### src/rtl/race_phase_sequencer.sv
// Race phase sequencer: idle -> countdown -> racing -> coasting -> done/failed.
// Tracks the saturating distance driven and all frame-paced transitions.
module race_phase_sequencer #(
   parameter int FRAMES_PER_SEC  = 60,
   parameter int COUNTDOWN_SECS  = 3,
   parameter int COAST_FRAMES    = 120,
   parameter int FINISH_DISTANCE = 10000,
   parameter int DISTANCE_MAX    = 12000
) (
   input  logic        clk,
   input  logic        resetN,
   input  logic        frame_start,
   input  logic        start_race,
   input  logic [7:0]  speed,
   input  logic [10:0] player_y,
   input  logic [10:0] finish_line_y,
   input  logic        fuel_empty,
   output logic [31:0] distance_drove,
   output logic [2:0]  race_state,
   output logic [1:0]  countdown_digit,
   output logic        freeze_scroll,
   output logic        race_won
);

   localparam int FC_W = $clog2(FRAMES_PER_SEC + 1);
   localparam int CC_W = $clog2(COAST_FRAMES + 1);

   typedef enum logic [2:0] {
      IDLE      = 3'd0,
      COUNTDOWN = 3'd1,
      RACING    = 3'd2,
      COASTING  = 3'd3,
      DONE      = 3'd4,
      FAILED    = 3'd5
   } state_e;

   state_e            state_q, state_d;
   logic [31:0]       dist_q, dist_d;
   logic [FC_W-1:0]   fcnt_q, fcnt_d;
   logic [CC_W-1:0]   ccnt_q, ccnt_d;
   logic [1:0]        digit_q, digit_d;
   logic              freeze_q, freeze_d;
   logic              won_q, won_d;

   logic [32:0]       dist_sum;
   logic [31:0]       dist_sat;
   logic              crossing;

   // 33-bit sum so the saturation compare can never be fooled by a wrap.
   assign dist_sum = {1'b0, dist_q} + 33'(speed);
   assign dist_sat = (dist_sum > 33'(DISTANCE_MAX)) ? 32'(DISTANCE_MAX) : dist_sum[31:0];
   assign crossing = (dist_q > 32'(FINISH_DISTANCE)) && (finish_line_y >= player_y);

   always_comb begin
      state_d = state_q;
      dist_d  = dist_q;
      fcnt_d  = fcnt_q;
      ccnt_d  = ccnt_q;
      digit_d = digit_q;
      won_d   = 1'b0;
      case (state_q)
         IDLE: begin
            dist_d  = '0;
            fcnt_d  = '0;
            ccnt_d  = '0;
            digit_d = '0;
            if (start_race) begin
               state_d = COUNTDOWN;
               digit_d = 2'(COUNTDOWN_SECS);
            end
         end
         COUNTDOWN: begin
            if (frame_start) begin
               if (fcnt_q == FC_W'(FRAMES_PER_SEC - 1)) begin
                  fcnt_d = '0;
                  if (digit_q <= 2'd1) begin
                     state_d = RACING;
                     digit_d = '0;
                  end else begin
                     digit_d = digit_q - 2'd1;
                  end
               end else begin
                  fcnt_d = fcnt_q + FC_W'(1);
               end
            end
         end
         RACING: begin
            // Crossing wins over fuel loss on the same frame.
            if (frame_start) begin
               if (crossing) begin
                  state_d = COASTING;
                  ccnt_d  = '0;
                  dist_d  = dist_sat;
               end else if (fuel_empty) begin
                  state_d = FAILED;
               end else begin
                  dist_d  = dist_sat;
               end
            end
         end
         COASTING: begin
            if (frame_start) begin
               dist_d = dist_sat;
               if (ccnt_q == CC_W'(COAST_FRAMES - 1)) begin
                  state_d = DONE;
                  won_d   = 1'b1;
                  ccnt_d  = '0;
               end else begin
                  ccnt_d  = ccnt_q + CC_W'(1);
               end
            end
         end
         DONE, FAILED: begin
            if (start_race) begin
               state_d = IDLE;
               dist_d  = '0;
            end
         end
         default: begin
            state_d = IDLE;
            dist_d  = '0;
            fcnt_d  = '0;
            ccnt_d  = '0;
            digit_d = '0;
         end
      endcase
      freeze_d = !((state_d == RACING) || (state_d == COASTING));
   end

   always_ff @(posedge clk or negedge resetN) begin
      if (!resetN) begin
         state_q  <= IDLE;
         dist_q   <= '0;
         fcnt_q   <= '0;
         ccnt_q   <= '0;
         digit_q  <= '0;
         freeze_q <= 1'b1;
         won_q    <= 1'b0;
      end else begin
         state_q  <= state_d;
         dist_q   <= dist_d;
         fcnt_q   <= fcnt_d;
         ccnt_q   <= ccnt_d;
         digit_q  <= digit_d;
         freeze_q <= freeze_d;
         won_q    <= won_d;
      end
   end

   assign distance_drove  = dist_q;
   assign race_state      = state_q;
   assign countdown_digit = digit_q;
   assign freeze_scroll   = freeze_q;
   assign race_won        = won_q;

endmodule

### config.mk
export PLATFORM = sky130hd
export DESIGN_NAME = race_phase_sequencer
export DESIGN_NICKNAME = d
export VERILOG_FILES = /design/src/rtl/race_phase_sequencer.sv
export SDC_FILE = /design/constraint.sdc
export NUM_CORES = 1
export LEC_CHECK = 0
export CORE_ASPECT_RATIO = 1.4
export CORE_UTILIZATION = 58
export CTS_CLUSTER_SIZE = 20
export DETAILED_ROUTE_END_ITERATION = 7
export DONT_BUFFER_PORTS = 1
export PLACE_DENSITY_LB_ADDON = 0.08
export SKIP_LAST_GASP = 1
export SYNTH_ARGS = -nofsm -noshare
export SYNTH_HDL_FRONTEND = slang
export SYNTH_SLANG_ARGS = --single-unit
### constraint.sdc
create_clock -name clk -period 3.4 [get_ports clk]
set_clock_uncertainty 0.2 [all_clocks]
set_input_delay 0.34 -clock clk [delete_from_list [all_inputs] [get_ports clk]]
set_output_delay 0.34 -clock clk [all_outputs]
set_load 0.005 [all_outputs]
-- Yosys cells after proc, flatten, opt, wreduce, memory -nomap -nowiden
Index checks and enable logic that the tools add are counted.
- flip-flop bits (word level): 52
- bits of input ports: 35
- output and inout bits: 39
- word-level logic and storage cells: 79
- reduce and logical (&&, ||, !) cells: 11
- magnitude comparators: 4
- eq/ne operators: 16
- add/sub/neg operators: 4
- bitwise operators: 3
- muxes and demuxes: 34
- operators with widths (cell ; number):
    $mux 32 ; 6
    $pmux 32 s4 ; 1
    $add 32x8->33 ; 1
    $gt 33x14->1 const B ; 1
    $gt 32x14->1 const B ; 1
    $mux 3 ; 10
    $mux 7 ; 4
    $pmux 7 s3 ; 1
    $pmux 3 s5 ; 1
    $eq 3x2->1 const B ; 4
    $mux 6 ; 2
    $ne 2x2->1 const B ; 6
    $pmux 6 s2 ; 1
    $ge 11x11->1 ; 1
    $mux 2 ; 4
    $add 7x1->7 const B ; 1
    $eq 7x7->1 const B ; 1
    $add 6x1->6 const B ; 1
    $eq 3x3->1 const B ; 2
    $eq 6x6->1 const B ; 1
    $pmux 2 s3 ; 1
    $reduce_and 5->1 ; 1
    $reduce_and 4->1 ; 1
    $reduce_or 4->1 ; 1
    14 further kinds ; 18

-- Depth between registers and ports, before layout
Gate-level depths: netlist of run 1.
- depth in word-level cells: 8
- depth in mapped cells: 13
- depth with buffers taken out: 11

-- Worst setup path after synthesis of run 1
Ideal clock, no wire load.
- path type: reg2reg
- start point: register dist_q[0], in the netlist distance_drove[0]
- end point: register dist_q[3], in the netlist distance_drove[3]
- clock period less this slack: 3633 ps
- path slack: -233 ps
- required time: 3126 ps
- arrival time: 3359 ps
- library setup time: 74 ps
- stages on the path, launching flop included: 13
- path buffers: 1
- cell sequence: dfrtp_1 > ha_1 > fa_1 > a211oi_2 > o31ai_4 > o21a_1 > buf_6 > a311o_1 > o31ai_1 > nand4_1 > or4b_4 > or4_4 > o21ai_2
- cells in the longest elaborated chain, start to end: 7
- elaborated cells on any way between the ends: 12
- those cells by class: 1 x add/sub; 2 x order compare; 1 x eq/ne; 6 x mux; 2 x reduce/logical
- ends and longest elaborated chain (element ; line ; source):
    from (decl) ; 38 ; logic [31:0] dist_q, dist_d;
    from (signal assigned) ; 141 ; dist_q <= dist_d;
    $add 32x8->33 ; 50 ; assign dist_sum = {1'b0, dist_q} + 33'(speed);
    $gt 33x14->1 ; 51 ; assign dist_sat = (dist_sum > 33'(DISTANCE_MAX)) ? 32'(DISTANCE_MAX) : dist_sum[31:0];
    $mux 32 ; 51 ;
    $mux 32 ; 94 ; end else if (fuel_empty) begin
    $mux 32 ; 90 ; if (crossing) begin
    $mux 32 ; 89 ; if (frame_start) begin
    $pmux 32 s4 ; 61 ; case (state_q)
Several ways; a longest one is shown, not always the timed one. The select of a mux whose other input is x is not followed.
A chain may end at the register's enable or synchronous reset.

-- Final worst setup path of run 1
Same ends and word-level chain as after synthesis.

==> impl_metrics.csv, run 1 <==
group,metric,value,unit
logic_synthesis,syn_inst,440,
logic_synthesis,synth_simple_gate_area_share,0.271,
logic_synthesis,synth_compound_area_frac,0.208,
worst_setup_path,critPathKind,"reg2reg",
floorplanning,die_h,98.0,um
grt,grt_pass1_wl,16000,um
floorplanning,io-pin-count,74,
worst_setup_path,slowest_stage,"or4b_4",
layout,area_delta_synth_final,16.4,%
timing,fin_crit,3.59,ns
worst_setup_path,crit_path_end_kind,"flop",
logic_synthesis,ys_seq_area_frac,0.341,
logic_synthesis,synth_xor_area_frac,0.0321,
logic_synthesis,yosys.area.top_type,"dfrtp_1",
floorplanning,initial_core_util,0.607,
floorplanning,rows,34,
logic_synthesis,synth_seq_cells,52,
logic_synthesis,syn_area_per_cell,8.68,sq um
logic_synthesis,muxShareOfSynthArea,0.0160,
grt,globalRouteTotalUtil,0.286,
worst_hold_path,min_path_type,"in2reg",
clock_tree,cts.sinks,52,
worst_setup_path,slowest_delay,0.55,ns
power,power.density,397,mW/mm^2
logic_synthesis,synthTopCellsByCount,"51 x dfrtp_1, 34 x nand2_1, 33 x nor2_1, 29 x o21ai_0, 25 x ha_1",
detailed_routing,wl,9510,um
worst_setup_path,crit_arrival,3.64,ns
timing,final.setup.worst_slack,-0.191,ns
worst_setup_path,r2r_setup_slack,-0.19,ns
detailed_routing,vias,3641,
detailed_routing,postRouteAntennaNets,0,
detailed_routing,vias_per_cell,6.61,
clock_tree,cts_tree,"built",
clock_tree,path_clk_slew,0.09,ns
logic_synthesis,synthFlopType,"dfrtp_1",
logic_synthesis,synth.area.top_cells,"dfrtp_1 33%, ha_1 8.2%, o21ai_0 3.8%",
timing,hold_viol,0,
logic_synthesis,syn-num-nets,501,
placed_design,gp_congestion,0.867,
detailed_routing,drtIter0Drc,245,
power,p_leak,2.02,nW
clock_tree,clk_latency,0.31,ns
timing,timing.fmax,278,MHz
grt,first_global_vias,3600,
worst_setup_path,crit_required,3.45,ns
logic_synthesis,ys_async_sr_fraction,1.00,
placed_design,dpl_cell_area,0.00420,sq mm
placed_design,port_buffers,0,
clock_tree,numCtsBuffers,5,
clock_tree,htree_levels,2,
logic_synthesis,synth_edf_count,0,
placed_design,dp_hpwl,7090,um
outcome,status,"finished with violations",
detailed_routing,avgRoutedWirePerCell,17.3,um
placed_design,dp_cells,539,
timing,tightest_slew,0.511,ns
logic_synthesis,ys.warnings.count,0,
grt,antenna_found_initial,0,
layout,drive_above_1_share,0.198,
layout,fin_nets,539,
logic_synthesis,synth_fa_ha_area_frac,0.0871,
outcome,violations,"DRC, setup timing",
worst_setup_path,crit_fanout,4,
timing,rsz0062_at_grt,"yes",
grt,global_route.overflow_total,0,
layout,fin_cells,551,
worst_setup_path,worstSetupStartpointType,"flop",
detailed_routing,firstDrtPassIters,7,
logic_synthesis,synth_top_family_by_area,"simple AND/OR/NAND/NOR gates",
logic_synthesis,syn_area,0.00382,sq mm
logic_synthesis,ys_types,69,
power,total_power,0.00177,W
detailed_routing,drc,18,
floorplanning,die_area,0.00692,sq mm
timing,slew_headroom,0.655,
logic_synthesis,synth_most_common_cell,"dfrtp_1",
clock_tree,cts_root_buffer,"clkbuf_8",
worst_setup_path,crit_chain,"ha_2 -> fa_2 -> a211oi_4 -> o31ai_4 -> o21a_1 -> a311o_1 -> o31ai_1 -> nand4_1 -> or4b_4 -> or4_4 -> o21ai_2",
timing,slew_violations,0,
floorplanning,core_area,0.00630,sq mm
clock_tree,clk_path_buf_depth,2,
grt,grt_max_degree,53,
job,cap_violations,0,
timing,setup_viol,12,
logic_synthesis,synth_top_area_share,0.334,
layout,finalInstanceArea,0.00445,sq mm
power,vdd_drop_max,0.420,mV
floorplanning,die_w,70.6,um
timing,timing.final.crit_share,1.06,
layout,antenna_cells,0,
-- sequential cells by signal, indices dropped and copies added, names as in the netlist --
| register | flops |
|---|---|
| distance_drove | 32 |
| fcnt_q | 6 |
| countdown_digit | 2 |
| race_state | 3 |
| ccnt_q | 7 |
| freeze_scroll | 1 |
| race_won | 1 |
-- report_power, final --
part / switching [W] / leakage, nW / internal, W
logic: 0.000303 / 1.24 / 0.000227
clock network: 0.000207 / 0.0654 / 0.000294
registers: 0.0000585 / 0.708 / 0.000678
-- final timing paths --
| kind | startpoint | endpoint | depth (start not counted) |
|---|---|---|---|
| hold reg to reg | ccnt_q[5] | ccnt_q[5] | 1 |
| hold / removal | frame_start | race_won | 1 |
| min in group asynchronous | resetN | distance_drove[7] | 2 |
| max in group asynchronous | resetN | freeze_scroll | 2 |
| setup / recovery | distance_drove[0] | distance_drove[3] | 11 |
| setup reg to reg | distance_drove[0] | distance_drove[3] | 11 |
-- layout by cell type, fill, tap and decap left out, drive strengths merged, types with 5 or more instances in the layout --
cell and n:
dfrtp 51, buf 49, nand2 35, nor2 33
o21ai 33, ha 25, inv 22, nand3 22
a21oi 18, and2 16, nand4 15, nor3 14
o31ai 14, or2 10, a211oi 10, nand2b 8
xnor2 8, xor2 6, or4 6, clkbuf 6
and4 5, mux2i 5, a21o 5
-- metrics by stage --
stage | setup TNS [ns] | setup WS, ns | utilization | hold slack [ns]
final | -0.869 | -0.191 | 0.706 | 0.0206
after global routing | -3.05 | -0.343 | 0.706 | 0.0133
after CTS | -1.09 | -0.176 | 0.696 | 0.0155
after detailed placement | -1.28 | -0.169 | 0.666 | -0.154
after global placement | -0.820 | -0.133 | 0.666 | -0.154
after floorplan | -0.621 | -0.169 | - | -0.156
-- cells by family after synthesis --
group | count (synthesis)
AOI/OAI and AO/OA | 113
xor gates and xnor gates | 14
adders and majority gates | 26
buffers and inverters | 41
DFF | 52
muxes | 6
and+or+nand+nor | 188
-- per-layer routing --
layer | up-vias | share of wire | global-route usage
met5 | - | 0 | 0
met4 | 0 | 0.028 | 0.129
met3 | 24 | 0.059 | 0.0433
met2 | 157 | 0.51 | 0.518
met1 | 1756 | 0.40 | 0.330
li1 | 1704 | - | -
-- worst max-delay path: cells and delay by family, from the launching register on --
kind | cells | cell delay, ns
AOI/OAI and AO/OA | 6 | 1.15
adders and majority gates | 2 | 0.56
DFF | 1 | 0.39
and+or+nand+nor | 3 | 1.21
-- final cells by class --
class / count / area (sq um)
Inverter: 22 / 82.6
Timing Repair Buffer: 50 / 414
Fill cell: 497 / 1850
Clock buffer: 6 / 72.6
Multi-Input combinational cell: 347 / 2420
Clock inverter: 2 / 60.1
Tap cell: 72 / 90.1
Sequential cell: 52 / 1300
-- what timing repair did --
action,in CTS,in global routing
endpoints found under the setup margin,35,39
hold endpoints to repair,52,0
gates cloned,0,0
gates resized for setup,2,13
setup buffers,1,1
hold buffers,2,0
pin swaps,1,2
Note: power is estimated with default switching activity, not from simulation.
==> run 2: changes to the inputs <==
Settings changed: REMOVE_ABC_BUFFERS set to 1, TNS_END_PERCENT set to 10.
==> run 2 against run 1 <==
  * The run still ends with DRC, setup timing left
  * Critical path depth rose by 2
  * Largest cell class unchanged
  * Clock power fell by 15%
  * Global-route usage barely moved
  * Die area did not move
  * Maximum frequency fell by 2.8%
  * Utilization rose by 0.20 points
==> impl_metrics.csv, run 2 (synthesis gave the netlist of run 1 again) <==
group,metric,value,unit
outcome,status,"finished with violations",
outcome,violations,"DRC, setup timing",
power,p_int,0.00113,W
timing,rsz0062_at_grt,"yes",
detailed_routing,drtIter0Drc,235,
worst_setup_path,crit_chain,"ha_2 -> fa_2 -> a211oi_4 -> o31ai_4 -> buf_4 -> o21ai_1 -> buf_4 -> xnor2_1 -> o32ai_1 -> nor2_1 -> or4b_4 -> or4_4 -> o21ai_2",
power,comb_power_share,0.320,
worst_setup_path,crit_path_end_kind,"flop",
floorplanning,die_h,98.0,um
detailed_routing,postRouteAntennaNets,0,
floorplanning,initial_core_util,0.607,
clock_tree,clk_path_buf_depth,2,
power,vdd_drop_max,0.430,mV
layout,drive_above_1_share,0.194,
clock_tree,cts_root_buffer,"clkbuf_8",
layout,seq_area,0.00130,sq mm
timing,timing.fmax,271,MHz
timing,final.setup.worst_slack,-0.294,ns
worst_setup_path,crit_cells,13,
floorplanning,die_w,70.6,um
clock_tree,path_clk_slew,0.10,ns
timing,setup_viol,14,
job,cap_violations,0,
layout,fin_nets,540,
detailed_routing,drc,12,
layout,final_cell_mix,"51 x dfrtp_1, 46 x buf_4, 34 x nand2_1",
timing,tightest_slew,0.664,ns
power,p_leak,2.01,nW
timing,slew_headroom,0.557,
clock_tree,numCtsBuffers,5,
grt,grt_pass1_wl,15800,um
worst_setup_path,crit_fanout,4,
layout,fill_cells,508,
detailed_routing,firstDrtPassIters,7,
placed_design,dp_hpwl,6960,um
timing,hold_viol,0,
floorplanning,io-pin-count,74,
worst_hold_path,min_path_type,"in2reg",
power,p_sw,0.000587,W
timing,slew_violations,0,
worst_setup_path,worstRegToRegCells,13,
worst_setup_path,critical_path.top_delay_family,"simple AND/OR/NAND/NOR gates",
detailed_routing,avgRoutedWirePerCell,17.6,um
grt,global_route.overflow_total,0,
layout,antenna_cells,0,
worst_setup_path,crit_top_cell,"buf_4",
grt,first_global_vias,3519,
power,switching_share,0.343,
worst_setup_path,worstSetupStartpointType,"flop",
grt,globalRouteTotalUtil,0.286,
worst_hold_path,min_path_cells,1,
placed_design,preCtsSetupSlack,-0.240,ns
timing,setup_tns,-2.61,ns
grt,grt_max_degree,53,
power,power.density,384,mW/mm^2
power,p_seq_frac,0.431,
worst_setup_path,crit_required,3.45,ns
worst_setup_path,crit_arrival,3.74,ns
layout,layout_commonest_cell,"dfrtp_1",
worst_setup_path,path_buf_inv,2,
clock_tree,htree_levels,2,
clock_tree,cts.sinks,52,
placed_design,port_buffers,0,
layout,area_delta_synth_final,16.7,%
layout,multiInputGateArea,0.00243,sq mm
placed_design,gp_congestion,0.913,
worst_setup_path,slowest_stage,"or4b_4",
worst_setup_path,slowest_delay,0.57,ns
detailed_routing,vias,3565,
power,p_clk_frac,0.250,
floorplanning,die_area,0.00692,sq mm
floorplanning,core_area,0.00630,sq mm
grt,antenna_found_initial,0,
worst_setup_path,critPathKind,"reg2reg",
timing,timing.final.crit_share,1.09,
floorplanning,rows,34,
clock_tree,cts_tree,"built",
detailed_routing,vias_per_cell,6.46,
timing,fin_crit,3.69,ns
clock_tree,clk_latency,0.31,ns
detailed_routing,wl,9700,um
layout,largest_reg_flops,32,
==> run 2: cell type report <==
| type | instances | area share |
|---|---|---|
| tap | 72 | 0.0202 |
| sequential | 52 | 0.292 |
| clock inverter | 2 | 0.00786 |
| timing repair buffer | 51 | 0.101 |
| clock buffer | 6 | 0.0163 |
| multi-input combinational | 347 | 0.544 |
| inverter | 22 | 0.0185 |
==> run 2: worst reg2reg max path: stages, from the launching register on <==
cell and delay (ns):
dfrtp_1 0.39, ha_2 0.19, fa_2 0.38, a211oi_4 0.31, o31ai_4 0.11, buf_4 0.15
o21ai_1 0.11, buf_4 0.15, xnor2_1 0.06, o32ai_1 0.27, nor2_1 0.08, or4b_4 0.57
or4_4 0.54, o21ai_2 0.13
==> run 2: worst paths after layout <==
kind                                   start            endpoint  slack [ns]
min                              frame_start            race_won        0.02
min reg2reg                        ccnt_q[5]           ccnt_q[5]        0.29
max reg2reg                distance_drove[0]   distance_drove[3]       -0.29
max in group asynchronous             resetN       freeze_scroll        2.35
min in group asynchronous             resetN  distance_drove[30]        0.35
max                        distance_drove[0]   distance_drove[3]       -0.29
==> run 2: per-layer routing <==
layer  track usage  wire [um]
met1         0.335       3980
met3        0.0516        567
met5             0          0
met4         0.120        288
met2         0.510       4860
==> run 2: power groups by stage <==
| stage | combinational (W) | clock, W | sequential (W) |
|---|---|---|---|
| after detailed placement | 0.000488 | 0 | 0.000748 |
| after global routing | 0.000615 | 0.000458 | 0.000746 |
| after global placement | 0.000475 | 0 | 0.000748 |
| after floorplan | 0.000325 | 0 | 0.000739 |
| after CTS | 0.000522 | 0.000437 | 0.000737 |
| final | 0.000548 | 0.000428 | 0.000738 |
==> run 2: metrics by stage <==
step	hold WS [ns]	std cells	utilization	total power, W	cell area [sq um]
detailed placement	-0.154	537	0.662	0.00124	4170
floorplan	-0.156	421	-	0.00106	3730
CTS	0.00830	550	0.700	0.00170	4410
finish	0.0155	552	0.708	0.00171	4460
global route	0.00847	552	0.708	0.00182	4460
global placement	-0.154	537	0.662	0.00122	4170
==> run 2: timing repair <==
item,CTS,global route
hold buffers,2,0
hold endpoints to repair,52,0
resized for setup,11,8
pin swaps,9,9
setup buffers,2,2
cloned,1,0
endpoints found under the setup margin,34,42
==> run 3: changes to the inputs <==
Settings changed: GPL_TIMING_DRIVEN set to 0.
==> run 3 against run 2 <==
  * The flow still finishes with violations (DRC, setup timing)
  * Register-to-register slack lost 0.08 ns
  * Sequential share of layout area is 2.2 points higher
  * Sequential cell count stayed put
  * Cell area shrank 7.0%
  * Worst setup slack worse by 0.077 ns
  * Non-clock buffer count down 37
  * Largest power group unchanged
==> impl_metrics.csv, run 3 (synthesis gave the netlist of run 1 again) <==
group,metric,value,unit
clock_tree,cts_tree,"built",
grt,grt_pass1_wl,15100,um
timing,final.setup.worst_slack,-0.371,ns
timing,hold_viol,0,
detailed_routing,drc,12,
timing,timing.final.crit_share,1.11,
layout,layout_commonest_cell,"dfrtp_1",
outcome,violations,"DRC, setup timing",
power,vdd_drop_max,0.341,mV
worst_setup_path,worstSetupStartpointType,"flop",
timing,rsz0062_at_grt,"yes",
detailed_routing,avgRoutedWirePerCell,17.4,um
worst_setup_path,critPathKind,"reg2reg",
worst_hold_path,min_path_cells,1,
worst_setup_path,worstRegToRegCells,11,
layout,final_cell_mix,"50 x dfrtp_1, 34 x nand2_1, 33 x nor2_1",
detailed_routing,firstDrtPassIters,7,
outcome,status,"finished with violations",
worst_hold_path,min_to,"race_won",
clock_tree,numCtsBuffers,5,
worst_hold_path,min_from,"frame_start",
clock_tree,cts_root_buffer,"clkbuf_8",
placed_design,dp_hpwl,6450,um
detailed_routing,drtIter0Drc,136,
timing,tightest_slew,1.02,ns
floorplanning,die_area,0.00692,sq mm
worst_setup_path,rr_startpoint,"distance_drove[0]",
grt,global_route.overflow_total,0,
job,cap_violations,0,
timing,fin_crit,3.77,ns
detailed_routing,vias_per_cell,6.51,
worst_setup_path,crit_arrival,3.82,ns
layout,fin_nets,503,
power,total_power,0.00171,W
detailed_routing,vias,3355,
floorplanning,io-pin-count,74,
timing,timing.fmax,265,MHz
floorplanning,core_area,0.00630,sq mm
worst_setup_path,crit_required,3.45,ns
clock_tree,cts.sinks,52,
floorplanning,initial_core_util,0.607,
clock_tree,path_clk_slew,0.10,ns
worst_setup_path,r2r_setup_slack,-0.37,ns
floorplanning,rows,34,
clock_tree,clk_latency,0.31,ns
worst_setup_path,crit_path_end_kind,"flop",
grt,globalRouteTotalUtil,0.268,
placed_design,dp_cells,494,
layout,fill_cells,529,
timing,slew_headroom,0.321,
power,power.density,413,mW/mm^2
power,p_leak,1.82,nW
placed_design,port_buffers,0,
detailed_routing,wl,8980,um
detailed_routing,postRouteAntennaNets,0,
clock_tree,htree_levels,2,
worst_hold_path,min_path_type,"in2reg",
layout,drive_above_1_share,0.117,
timing,setup_viol,14,
timing,slew_violations,0,
layout,antenna_cells,0,
layout,fin_cells,515,
worst_setup_path,r2r_end,"distance_drove[3]",
floorplanning,die_w,70.6,um
layout,seq_area,0.00130,sq mm
floorplanning,die_h,98.0,um
grt,first_global_vias,3246,
worst_setup_path,crit_fanout,5,
placed_design,gp_congestion,0.874,
layout,largest_reg_flops,32,
layout,area_delta_synth_final,8.52,%
grt,grt_max_degree,53,
layout,multiInputGateArea,0.00240,sq mm
clock_tree,clk_path_buf_depth,2,
grt,antenna_found_initial,0,
[run 3: cell count changes in the layout (fill, tap and decap cells not counted), moves of 2 or more]
cell and delta:
o21ai_1 -3, buf_4 -35, o31ai_4 -2, o31ai_1 +3
o21ai_0 +2
[run 3: worst max-delay path by stage]
stage,from,endpoint
floorplan,distance_drove[0],distance_drove[3]
global placement,distance_drove[1],distance_drove[11]
detailed placement,distance_drove[0],distance_drove[3]
CTS,distance_drove[0],distance_drove[3]
global route,distance_drove[0],distance_drove[3]
finish,distance_drove[0],distance_drove[3]
[run 3: timing repair]
action                     in CTS  in global routing
gates resized for setup         7                  4
hold endpoints to repair       52                  0
hold buffers                    2                  0
setup endpoints to repair      15                 22
buffers inserted                8                  3
pin swaps                       3                  8
[run 3: area by class of cell]
class	count	area share
clock buffers	6	0.0175
repair buffers	14	0.0326
inverters	22	0.0199
flip-flops and latches	52	0.315
well taps	72	0.0217
clock inverters	2	0.0145
multi-input cells	347	0.579
[run 3: critical path: stages (launching register included)]
cell and delay, ns:
dfrtp_2 0.46, ha_4 0.18, fa_2 0.42, a211oi_4 0.30, o31ai_4 0.13, o21a_4 0.24, a31oi_1 0.17, o221ai_1 0.14
nor4b_2 0.27, or4b_4 0.54, or4_4 0.53, o21ai_2 0.11
[run 3: per-layer routing]
metal / global-route usage / wire, um / share of wire
met1: 0.328 / 3750 / 0.42
met2: 0.476 / 4580 / 0.51
met3: 0.0485 / 549 / 0.061
met4: 0.0800 / 99 / 0.011
met5: 0 / 0 / 0
[run 3: through the flow]
stage	cell area (sq um)	hold slack (ns)	worst slack, ns	setup TNS [ns]	utilization
finish	4150	0.0166	-0.371	-3.60	0.658
floorplan	3730	-0.156	-0.296	-2.35	-
global placement	3820	-0.154	-1.46	-33.03	0.607
global route	4150	0.00959	-0.502	-5.90	0.658
detailed placement	3840	-0.154	-0.607	-4.81	0.610
CTS	4110	0.00489	-0.348	-3.13	0.652
[run 3: report_power, final]
part	total (W)	internal [W]	switching, W
combinational	0.000459	0.000179	0.000279
sequential	0.000745	0.000678	0.0000677
clock	0.000507	0.000294	0.000213
total	0.00171	0.00115	0.000560
